**src/rtl/des_cmd_sequencer_if.sv**
```systemverilog
// Bus bundle between the sweep sequencer, its requester, the DES wrapper and the result sink.
// The master modport is the sequencer's view; slave is the surrounding environment.
interface des_cmd_sequencer_if #(
  parameter int unsigned REGION_W = 16,
  parameter int unsigned COUNT_W  = 64
);
  logic                req_valid;
  logic                req_ready;
  logic [REGION_W-1:0] region_first;
  logic [REGION_W-1:0] region_last;
  logic [1:0]          cmd;
  logic                cmd_valid;
  logic                cmd_read;
  logic [REGION_W-1:0] region_out;
  logic                done;
  logic [COUNT_W-1:0]  counter_in;
  logic                res_valid;
  logic                res_ready;
  logic [REGION_W-1:0] res_region;
  logic [COUNT_W-1:0]  res_counter;
  logic                busy;
  logic                sweep_done;
  logic                err;

  modport master (
    input  req_valid, region_first, region_last, cmd_read, done, counter_in, res_ready,
    output req_ready, cmd, cmd_valid, region_out, res_valid, res_region, res_counter,
           busy, sweep_done, err
  );

  modport slave (
    output req_valid, region_first, region_last, cmd_read, done, counter_in, res_ready,
    input  req_ready, cmd, cmd_valid, region_out, res_valid, res_region, res_counter,
           busy, sweep_done, err
  );
endinterface

```
**src/rtl/des_cmd_sequencer.sv**
```systemverilog
// Walks an inclusive range of regions through the DES wrapper (read region, start,
// wait for done, capture counter, stream result, output read) one region at a time.
module des_cmd_sequencer #(
  parameter int unsigned REGION_W = 16,
  parameter int unsigned COUNT_W  = 64
) (
  input logic                 clk,
  input logic                 rst_n,
  des_cmd_sequencer_if.master bus
);

  typedef enum logic [2:0] {
    IDLE, SET_REGION, START, WAIT_DONE, CAPTURE, PUSH, ACK, NEXT
  } state_t;

  localparam logic [1:0] CMD_READ_REGION = 2'd0;
  localparam logic [1:0] CMD_START       = 2'd1;
  localparam logic [1:0] CMD_OUT_READ    = 2'd2;

  state_t              state_q;
  logic [REGION_W-1:0] cur_q;
  logic [REGION_W-1:0] last_q;
  logic [REGION_W-1:0] region_out_q;
  logic [REGION_W-1:0] res_region_q;
  logic [COUNT_W-1:0]  res_counter_q;
  logic [1:0]          cmd_q;
  logic                cmd_valid_q;
  logic                res_valid_q;
  logic                busy_q;
  logic                sweep_done_q;
  logic                err_q;
  logic                req_ready_q;

  logic cmd_hs_c;
  logic res_hs_c;

  assign cmd_hs_c = cmd_valid_q && bus.cmd_read;
  assign res_hs_c = res_valid_q && bus.res_ready;

  // Sweep FSM; every output is a register updated together with the state.
  always_ff @(posedge clk or negedge rst_n) begin
    if (!rst_n) begin
      state_q       <= IDLE;
      cur_q         <= '0;
      last_q        <= '0;
      region_out_q  <= '0;
      res_region_q  <= '0;
      res_counter_q <= '0;
      cmd_q         <= CMD_READ_REGION;
      cmd_valid_q   <= 1'b0;
      res_valid_q   <= 1'b0;
      busy_q        <= 1'b0;
      sweep_done_q  <= 1'b0;
      err_q         <= 1'b0;
      req_ready_q   <= 1'b1;
    end else begin
      sweep_done_q <= 1'b0;
      case (state_q)
        IDLE: begin
          if (bus.req_valid && req_ready_q) begin
            cur_q  <= bus.region_first;
            last_q <= bus.region_last;
            if (bus.region_last < bus.region_first) begin
              err_q <= 1'b1;
            end else begin
              err_q        <= 1'b0;
              region_out_q <= bus.region_first;
              cmd_q        <= CMD_READ_REGION;
              cmd_valid_q  <= 1'b1;
              busy_q       <= 1'b1;
              req_ready_q  <= 1'b0;
              state_q      <= SET_REGION;
            end
          end
        end

        SET_REGION: begin
          if (cmd_hs_c) begin
            cmd_valid_q <= 1'b0;
            cmd_q       <= CMD_READ_REGION;
            state_q     <= START;
          end
        end

        // One idle cycle separates consecutive commands so a consumed command never lingers.
        START: begin
          if (!cmd_valid_q) begin
            cmd_valid_q <= 1'b1;
            cmd_q       <= CMD_START;
          end else if (bus.cmd_read) begin
            cmd_valid_q <= 1'b0;
            cmd_q       <= CMD_READ_REGION;
            state_q     <= WAIT_DONE;
          end
        end

        WAIT_DONE: begin
          if (bus.done) begin
            state_q <= CAPTURE;
          end
        end

        // The wrapper's counter settles one cycle after done, so sample on the way out.
        CAPTURE: begin
          res_counter_q <= bus.counter_in;
          res_region_q  <= cur_q;
          res_valid_q   <= 1'b1;
          state_q       <= PUSH;
        end

        PUSH: begin
          if (res_hs_c) begin
            res_valid_q <= 1'b0;
            cmd_valid_q <= 1'b1;
            cmd_q       <= CMD_OUT_READ;
            state_q     <= ACK;
          end
        end

        ACK: begin
          if (cmd_hs_c) begin
            cmd_valid_q <= 1'b0;
            cmd_q       <= CMD_READ_REGION;
            state_q     <= NEXT;
          end
        end

        // Compare before incrementing so a sweep ending at the all-ones region never wraps.
        NEXT: begin
          if (cur_q == last_q) begin
            sweep_done_q <= 1'b1;
            busy_q       <= 1'b0;
            req_ready_q  <= 1'b1;
            state_q      <= IDLE;
          end else begin
            cur_q        <= cur_q + REGION_W'(1);
            region_out_q <= cur_q + REGION_W'(1);
            cmd_q        <= CMD_READ_REGION;
            cmd_valid_q  <= 1'b1;
            state_q      <= SET_REGION;
          end
        end

        default: begin
          cmd_valid_q <= 1'b0;
          cmd_q       <= CMD_READ_REGION;
          res_valid_q <= 1'b0;
          busy_q      <= 1'b0;
          req_ready_q <= 1'b1;
          state_q     <= IDLE;
        end
      endcase
    end
  end

  assign bus.req_ready   = req_ready_q;
  assign bus.cmd         = cmd_q;
  assign bus.cmd_valid   = cmd_valid_q;
  assign bus.region_out  = region_out_q;
  assign bus.res_valid   = res_valid_q;
  assign bus.res_region  = res_region_q;
  assign bus.res_counter = res_counter_q;
  assign bus.busy        = busy_q;
  assign bus.sweep_done  = sweep_done_q;
  assign bus.err         = err_q;

  a_cmd_zero_when_invalid: assert property (
    @(posedge clk) disable iff (!rst_n) !cmd_valid_q |-> (cmd_q == CMD_READ_REGION));

  a_cmd_valid_drops: assert property (
    @(posedge clk) disable iff (!rst_n) cmd_hs_c |=> !cmd_valid_q);

endmodule

```
**src/flat_wrapper.sv**
```systemverilog
// flat-port wrapper written by rule: the top's interface ports become plain ports
module des_cmd_sequencer_flat 
#(
  parameter int unsigned REGION_W = 16,
  parameter int unsigned COUNT_W  = 64
)
  (clk, rst_n, bus_req_valid, bus_region_first, bus_region_last, bus_cmd_read, bus_done, bus_counter_in, bus_res_ready, bus_req_ready, bus_cmd, bus_cmd_valid, bus_region_out, bus_res_valid, bus_res_region, bus_res_counter, bus_busy, bus_sweep_done, bus_err);
  des_cmd_sequencer_if #(.REGION_W(REGION_W), .COUNT_W(COUNT_W)) bus_i ();
  input logic clk;
  input logic rst_n;
  input wire logic [$bits(bus_i.req_valid)-1:0] bus_req_valid;
  input wire logic [$bits(bus_i.region_first)-1:0] bus_region_first;
  input wire logic [$bits(bus_i.region_last)-1:0] bus_region_last;
  input wire logic [$bits(bus_i.cmd_read)-1:0] bus_cmd_read;
  input wire logic [$bits(bus_i.done)-1:0] bus_done;
  input wire logic [$bits(bus_i.counter_in)-1:0] bus_counter_in;
  input wire logic [$bits(bus_i.res_ready)-1:0] bus_res_ready;
  output wire logic [$bits(bus_i.req_ready)-1:0] bus_req_ready;
  output wire logic [$bits(bus_i.cmd)-1:0] bus_cmd;
  output wire logic [$bits(bus_i.cmd_valid)-1:0] bus_cmd_valid;
  output wire logic [$bits(bus_i.region_out)-1:0] bus_region_out;
  output wire logic [$bits(bus_i.res_valid)-1:0] bus_res_valid;
  output wire logic [$bits(bus_i.res_region)-1:0] bus_res_region;
  output wire logic [$bits(bus_i.res_counter)-1:0] bus_res_counter;
  output wire logic [$bits(bus_i.busy)-1:0] bus_busy;
  output wire logic [$bits(bus_i.sweep_done)-1:0] bus_sweep_done;
  output wire logic [$bits(bus_i.err)-1:0] bus_err;
  assign bus_i.req_valid = bus_req_valid;
  assign bus_i.region_first = bus_region_first;
  assign bus_i.region_last = bus_region_last;
  assign bus_i.cmd_read = bus_cmd_read;
  assign bus_i.done = bus_done;
  assign bus_i.counter_in = bus_counter_in;
  assign bus_i.res_ready = bus_res_ready;
  assign bus_req_ready = bus_i.req_ready;
  assign bus_cmd = bus_i.cmd;
  assign bus_cmd_valid = bus_i.cmd_valid;
  assign bus_region_out = bus_i.region_out;
  assign bus_res_valid = bus_i.res_valid;
  assign bus_res_region = bus_i.res_region;
  assign bus_res_counter = bus_i.res_counter;
  assign bus_busy = bus_i.busy;
  assign bus_sweep_done = bus_i.sweep_done;
  assign bus_err = bus_i.err;
  des_cmd_sequencer #(.REGION_W(REGION_W), .COUNT_W(COUNT_W)) u_core (.clk(clk), .rst_n(rst_n), .bus(bus_i));
endmodule
```
**config.mk**
```make
export PLATFORM = sky130hd
export DESIGN_NAME = des_cmd_sequencer_flat
export DESIGN_NICKNAME = d
export VERILOG_FILES = /design/src/rtl/des_cmd_sequencer_if.sv /design/src/rtl/des_cmd_sequencer.sv /design/src/flat_wrapper.sv
export SDC_FILE = /design/constraint.sdc
export NUM_CORES = 1
export LEC_CHECK = 0
export ABC_AREA = 1
export CORE_MARGIN = 1
export CORE_UTILIZATION = 43
export CTS_BUF_LIST = sky130_fd_sc_hd__clkbuf_4 sky130_fd_sc_hd__clkbuf_8
export CTS_CLUSTER_SIZE = 16
export DETAILED_ROUTE_END_ITERATION = 12
export HOLD_SLACK_MARGIN = 0.08
export PLACE_DENSITY = 0.79
export SETUP_SLACK_MARGIN = 0.02
export SLEW_MARGIN = 20
export SYNTH_ARGS = -nofsm -noshare
export SYNTH_HDL_FRONTEND = slang
export SYNTH_SLANG_ARGS = --single-unit
```
**constraint.sdc**
```tcl
create_clock -name clk -period 1.6 [get_ports clk]
set_input_delay 0.32 -clock clk [delete_from_list [all_inputs] [get_ports clk]]
set_output_delay 0.32 -clock clk [all_outputs]
set_load 0.03 [all_outputs]
```
==> metrics.csv, run 1 <==
stage,metric,value,unit
status,failing checks,negative setup slack,
placed_design,Detail Placement HPWL,13400,µm
logic_synthesis,Area contributors post-synth,"dfrtp_1 (53%), nand2_1 (23%), o21ai_0 (4.1%)",
route,vias after detailed routing,6424,
route,Routed Antenna Nets,0,
logic_synthesis,Seq cells post-synth,139,
power_and_ir_drop,static leakage,5.28,nW
power_and_ir_drop,Switch Pwr,8.87,mW
sta,ratio of final minimum period to clock period,1.12,
power_and_ir_drop,switching part of the total,0.464,
sta,TNS Setup,-4290,ps
critical_path,Setup crit start,u_core.cur_q[0],
logic_synthesis,number of synthesized flops with an enable pin,0,
global_routing,vias in the first global route,6276,
placed_design,placer congestion estimate,0.852,
flow_run,Max Cap Viol,0,
sta,final setup fails,39,
logic_synthesis,Yosys top cell by area,dfrtp_1,
floorplanning,I/O Pins,206,
logic_synthesis,"Cell Area, Synth",0.00645,mm²
status,status,finished with violations,
route,WL/cell,15.0,µm
global_routing,initial antenna violation count,5,
floorplanning,Die Ht,125,µm
sta,Slew headroom,0.697,
route,initial drt markers,445,
critical_path,worst setup path class,reg -> reg,
clock_network,clock latency on the worst-skew pair,460,ps
logic_synthesis,top cell type's share of synthesized area,0.535,
critical_path,R2R Path End,u_core.bus.region_out[6],
critical_path,Reg2Reg Depth,14,
critical_path,CP arrival,2180,ps
route,residual DRC count,0,
sta,RSZ-0062 raised after global routing,true,
sta,minimum clock period,1780,ps
power_and_ir_drop,internal power,10.3,mW
final_layout,final core utilization,0.703,
sta,PnR worst setup slack,-184,ps
route,routed wire length,19800,µm
logic_synthesis,syn_nets,934,
placed_design,Place WS,-789,ps
floorplanning,Die W,125,µm
sta,Worst Clk Skew,9.70,ps
logic_synthesis,most common cell in the synthesized netlist,nand2_1,
critical_path,reg-to-reg startpoint,u_core.cur_q[0],
final_layout,share of cells above drive strength 1,0.251,
power_and_ir_drop,sequential power share,0.328,
logic_synthesis,YS warnings,0,
logic_synthesis,Cell variety after synth,32,
power_and_ir_drop,total power,19.1,mW
min_path,Hold Path Origin,bus_region_last[10],
logic_synthesis,sequential share of the synthesized area,0.539,
placed_design,port bufs,205,
clock_network,CTS H-tree lvls,4,
clock_network,clock tree root buffer cell,clkbuf_8,
power_and_ir_drop,clock power share,0.142,
logic_synthesis,Mapped Avg Cell Area,7.91,µm²
critical_path,crit path capture type,flop,
critical_path,"critical path fanouts, max",8,
power_and_ir_drop,total power divided by cell area,1860,mW/mm²
final_layout,Final Cell Area,0.0103,mm²
clock_network,CTS Buf Count,17,
power_and_ir_drop,Peak VDD IR,1.04,mV
floorplanning,Initial Utilization,0.442,
clock_network,clk sinks,139,
route,drt first pass iters,5,
power_and_ir_drop,Logic pwr share,0.531,
sta,achievable frequency,560,MHz
global_routing,global-route wire length before repair,31100,µm
min_path,worst min path class,in -> reg,
global_routing,grt total ovfl,0,
floorplanning,total die area,0.0155,mm²
logic_synthesis,Synth Flop Type,dfrtp_1,
sta,count of final max-slew check failures,0,
critical_path,startpoint types,flop,
placed_design,DP Area,0.00937,mm²
sta,Hold Fails Final Rpt,0,
logic_synthesis,ranking of synthesized cells by instance count,"nand2_1 (396), dfrtp_1 (138), inv_1 (57)",
critical_path,Worst R2R Setup Slack,-180,ps
critical_path,required time of the critical path,2000,ps
final_layout,Layout area overhead,58.9,%
clock_network,CTS tree,done,
sta,slew at the pin with the worst max-slew slack,450,ps
final_layout,Total Nets Final,1237,
clock_network,clock transition at the registers of the reported paths,80,ps
global_routing,All-Layer GR Usage,0.254,
global_routing,largest net degree at the start of global routing,65,
route,vias per inst,4.86,
floorplanning,area of the core,0.0146,mm²
critical_path,worst setup path end,u_core.bus.region_out[6],
floorplanning,Cell Rows,44,
logic_synthesis,Post-synth ARST share,1.00,
clock_network,Clock Tree Buf Depth,2,
logic_synthesis,Synth Instances,816,
==> what timing repair did <==
item / CTS / global route
endpoints found under the setup margin: 147 / 133
buffers inserted: 12 / 12
gates cloned: 2 / 2
resized for setup: 228 / 150
hold buffers: 1 / 0
pin swaps: 13 / 32
hold endpoints to repair: 36 / 0
==> how the worst min path moves through the flow <==
stage,cells after the start,slack [ps],end
global route,3,170,u_core.last_q[10]
floorplan,0,20,u_core.bus.busy
finish,3,180,u_core.last_q[10]
detailed placement,1,270,u_core.bus.res_counter[10]
global placement,1,270,u_core.bus.res_counter[0]
CTS,3,260,u_core.last_q[1]
==> flip-flops by register name, summed over array words and instances (netlist names), 2 cells and up <==
register and count:
u_core.cur_q 16, u_core.bus.res_counter 64, u_core.last_q 16, u_core.bus.res_region 16, u_core.state_q 3, u_core.bus.region_out 16, u_core.bus.cmd 2
==> power groups by stage <==
stage                     clock network [mW]  registers (mW)  logic [mW]
after CTS                               2.75            6.18        9.51
after detailed placement                   0            6.23        9.98
after global routing                    2.92            6.48        11.0
final                                   2.71            6.26        10.1
after floorplan                            0            8.58        3.08
after global placement                     0            6.20        9.76
==> stage by stage <==
stage	hold WS, ps	cells
after CTS	258	1303
after global placement	266	1256
after global routing	172	1320
final	177	1321
after detailed placement	266	1256
after floorplan	24.4	816
==> worst max-delay path, stage by stage (launching register included) <==
cell and delay (ps):
dfrtp_1 400, buf_6 140, nand2_2 50, nand2_1 60, nor2_2 160, nand2_2 100
nor2_4 110, nand2_2 60, nand2_2 80, nand2_4 90, nand2_8 90, buf_12 140
buf_12 130, nand2_1 50, nand2_1 50
==> kinds of logic after synthesis <==
logic type / count (synthesis) / share of synthesized area
and+or+nand+nor: 473 / 0.290
DFF: 139 / 0.539
buffers and inverters: 95 / 0.0605
AOI/OAI and AO/OA: 84 / 0.0667
adders and majority gates: 16 / 0.0310
xor gates and xnor gates: 7 / 0.00950
muxes: 2 / 0.00349
==> area by class of cell <==
class	count	area (µm²)
Clock buffer	18	248
Inverter	68	285
Clock inverter	14	120
Fill cell	1083	4330
Timing Repair Buffer	310	2900
Tap cell	184	230
Antenna cell	5	12.5
Timing Repair inverter	1	11.3
Sequential cell	139	3480
Multi-Input combinational cell	582	2970
==> cell usage in the layout, fill, tap and decap left out, types with 8 or more instances in the layout <==
master           Yosys  layout
nor2_2               3       8
inv_1               57      41
clkbuf_8             0      18
nor2_4               1       8
o21ai_1              4      19
nand2_2              1      35
clkdlybuf4s50_1      0      70
clkdlybuf4s15_1      0      52
dlygate4sd2_1        0      54
buf_6                2       8
o21ai_0             53      31
inv_2               10      24
a21oi_1             22      17
nand3_1             14       9
clkbuf_2             0      22
buf_4                0      83
nand2_1            396     359
nor2_1              39      27
dfrtp_1            138     135
buf_12               0      10
==> routing by layer <==
| metal | global-route usage | vias up | wire, µm | share of wire |
|---|---|---|---|---|
| li1 | - | 3144 | - | - |
| met1 | 0.318 | 3034 | 8000 | 0.40 |
| met2 | 0.421 | 201 | 10200 | 0.51 |
| met3 | 0.0584 | 45 | 1060 | 0.054 |
| met4 | 0.110 | 0 | 618 | 0.031 |
| met5 | 0 | - | 0 | 0 |
No activity file was read; power rests on OpenSTA's default activity.
==> run 2: changes to the inputs <==
CELL_PAD_IN_SITES_DETAIL_PLACEMENT = 2   (was unset)
CELL_PAD_IN_SITES_GLOBAL_PLACEMENT = 2   (was unset)
CORE_UTILIZATION = 24   (was 43)
RECOVER_POWER = 100   (was unset)
==> metrics.csv, run 2 (synthesized netlist as in run 1, its figures left out) <==
stage,metric,value,unit,change
sta,slew at the pin with the worst max-slew slack,1050,ps,+597 ps
sta,minimum clock period,1960,ps,+174 ps
critical_path,max incr delay on CP,470,ps,+70 ps
placed_design,placed insts,1435,,+14%
final_layout,Largest register FFs,64,,unchanged
placed_design,port bufs,205,,unchanged
placed_design,Detail Placement HPWL,18700,µm,+39%
critical_path,CP arrival,2310,ps,+130 ps
floorplanning,total die area,0.0276,mm²,+78%
global_routing,initial antenna violation count,0,,-5
status,status,finished with violations,,
route,drt first pass iters,8,,+3
critical_path,required time of the critical path,1950,ps,-50 ps
final_layout,FF/Latch Area,0.00348,mm²,about the same
critical_path,"critical path fanouts, max",3,,-5
clock_network,clock tree root buffer cell,clkbuf_8,,
status,failing checks,"design-rule violations, negative setup slack",,
global_routing,All-Layer GR Usage,0.212,,-0.0419
min_path,Hold Path End,u_core.last_q[5],,
sta,PnR worst setup slack,-358,ps,-174 ps
min_path,Hold Path Origin,bus_region_last[5],,
floorplanning,Cell Rows,59,,+34%
power_and_ir_drop,Peak VDD IR,0.651,mV,-37%
final_layout,Multi-input gate area,0.00369,mm²,+24%
floorplanning,Die Ht,166,µm,+33%
route,residual DRC count,12,,+12
sta,count of final max-slew check failures,0,,unchanged
sta,final setup fails,132,,+240%
power_and_ir_drop,static leakage,5.90,nW,+12%
global_routing,vias in the first global route,7709,,+23%
power_and_ir_drop,total power divided by cell area,1940,mW/mm²,+3.9%
clock_network,Clock Tree Buf Depth,2,,unchanged
route,initial drt markers,231,,-48%
sta,ratio of final minimum period to clock period,1.22,,+0.109
sta,Hold Fails Final Rpt,0,,unchanged
critical_path,worst setup path class,reg -> reg,,
placed_design,placer congestion estimate,0.792,,-7.1%
global_routing,grt total ovfl,0,,unchanged
clock_network,CTS H-tree lvls,4,,unchanged
critical_path,CP Buf/Inv Count,2,,-1
min_path,worst min path class,in -> reg,,
route,vias after detailed routing,7016,,+9.2%
critical_path,Worst R2R Setup Slack,-360,ps,-170 ps
clock_network,clock transition at the registers of the reported paths,110,ps,+30 ps
final_layout,n_diodes,0,,-5
final_layout,Total Nets Final,1287,,+4.0%
critical_path,reg-to-reg startpoint,u_core.cur_q[3],,
route,wl on met1,13000,µm,+63%
sta,Worst Clk Skew,27.8,ps,+18.1 ps
min_path,hold depth,2,,-1
clock_network,clock latency on the worst-skew pair,460,ps,about the same
floorplanning,Initial Utilization,0.246,,-0.196
final_layout,fill cell count,2806,,+160%
global_routing,global-route wire length before repair,44900,µm,+44%
sta,RSZ-0062 raised after global routing,true,,
sta,Final Hold Slack,196,ps,+19.2 ps
floorplanning,I/O Pins,206,,unchanged
final_layout,Layout area overhead,81.6,%,
route,met3 wire len,785,µm,-26%
clock_network,clk sinks,139,,unchanged
floorplanning,Die W,166,µm,+33%
critical_path,Most common cell on crit path,nand2_1,,
route,vias per inst,4.62,,-4.9%
critical_path,startpoint types,flop,,
clock_network,CTS Buf Count,17,,unchanged
final_layout,Layout Cells excl Fill,1517,,+15%
route,top layer in use,met4,,
global_routing,largest net degree at the start of global routing,35,,-46%
floorplanning,area of the core,0.0262,mm²,+80%
route,routed wire length,32300,µm,+63%
route,WL/cell,21.3,µm,+42%
critical_path,Top Family by Delay on Critical Path,simple AND/OR/NAND/NOR gates,,
final_layout,share of cells above drive strength 1,0.393,,+0.143
critical_path,CP max stage cell,dfrtp_1,,
route,met2 wire len,17700,µm,+74%
flow_run,Max Cap Viol,0,,unchanged
route,Routed Antenna Nets,0,,unchanged
critical_path,crit path capture type,flop,,
critical_path,Reg2Reg Depth,12,,-2
clock_network,CTS tree,done,,
critical_path,worst path cell trace,buf_4 -> nand2_1 -> nor2_2 -> nand2_2 -> nor2_4 -> buf_4 -> nand2_1 -> xor2_1 -> nand2_1 -> nand2_2 -> nand2_1 -> nand2_1,,
final_layout,"most common cell after layout, fill and taps aside",nand2_1,,
critical_path,R2R Path End,u_core.bus.region_out[9],,
sta,Slew headroom,0.302,,-0.395
final_layout,most frequent cells in the layout,"nand2_1 (261), dfrtp_1 (137), buf_4 (110)",,
sta,achievable frequency,511,MHz,-8.9%
run 2: how the worst max path moves through the flow:
stage,start,endpoint,slack (ps),cells past startpoint
after global routing,u_core.cur_q[3],u_core.bus.region_out[9],-450,12
final,u_core.cur_q[3],u_core.bus.region_out[9],-360,12
after floorplan,bus_region_first[5],u_core.bus.region_out[14],-90,13
after detailed placement,bus_region_first[13],u_core.bus.region_out[6],-1040,12
after CTS,u_core.cur_q[11],u_core.bus.region_out[6],-250,14
after global placement,bus_region_first[13],u_core.bus.region_out[10],-950,12
run 2: report_power, final:
part	total, mW	internal [mW]	switching, mW
logic	12.9	4.92	7.98
clock network	3.46	1.78	1.68
registers	6.34	5.17	1.18
total	22.7	11.9	10.8
run 2: timing repair:
| action | CTS | global route |
|---|---|---|
| buffers inserted | 27 | 15 |
| endpoints found under the setup margin | 166 | 185 |
| endpoints found under the hold margin | 30 | 0 |
| cloned | 3 | 9 |
| pin swaps | 48 | 105 |
| hold buffers | 1 | 0 |
| gates resized for setup | 275 | 336 |
run 2: metal layers:
metal	vias to the layer above	global-route usage
met4	0	0.0776
met2	146	0.392
met5	-	0
met3	43	0.0276
met1	3589	0.250
li1	3238	-
run 2: stage by stage:
step / power (mW) / instance area (µm²) / TNS [ps] / setup WS [ps] / util
global route: 23.9 / 11700 / -27650 / -451 / 0.447
floorplan: 11.7 / 6510 / -887 / -94.4 / -
detailed placement: 17.0 / 9770 / -28210 / -1040 / 0.373
global placement: 16.6 / 9770 / -25170 / -946 / 0.373
finish: 22.7 / 11700 / -16940 / -358 / 0.447
CTS: 20.7 / 10800 / -6280 / -246 / 0.412
run 2: layout make-up:
class / count / area share
clock buffer: 18 / 0.0211
clock inverter: 14 / 0.0178
inverter: 68 / 0.0243
multi-input combinational: 582 / 0.315
sequential: 139 / 0.297
tap: 335 / 0.0358
timing repair buffer: 361 / 0.289
run 2: worst reg2reg max path, delay by kind of cell, from the launching register on:
kind	cells	cell delay (ps)
DFF	1	470
xor gates and xnor gates	1	140
and+or+nand+nor	9	960
buffers and inverters	2	260
==> run 3: changes to the inputs <==
ABC_CLOCK_PERIOD_IN_PS = 1600   (was unset)
==> results of run 3 <==
Final layout, timing and power as in run 2 (identical DEF).
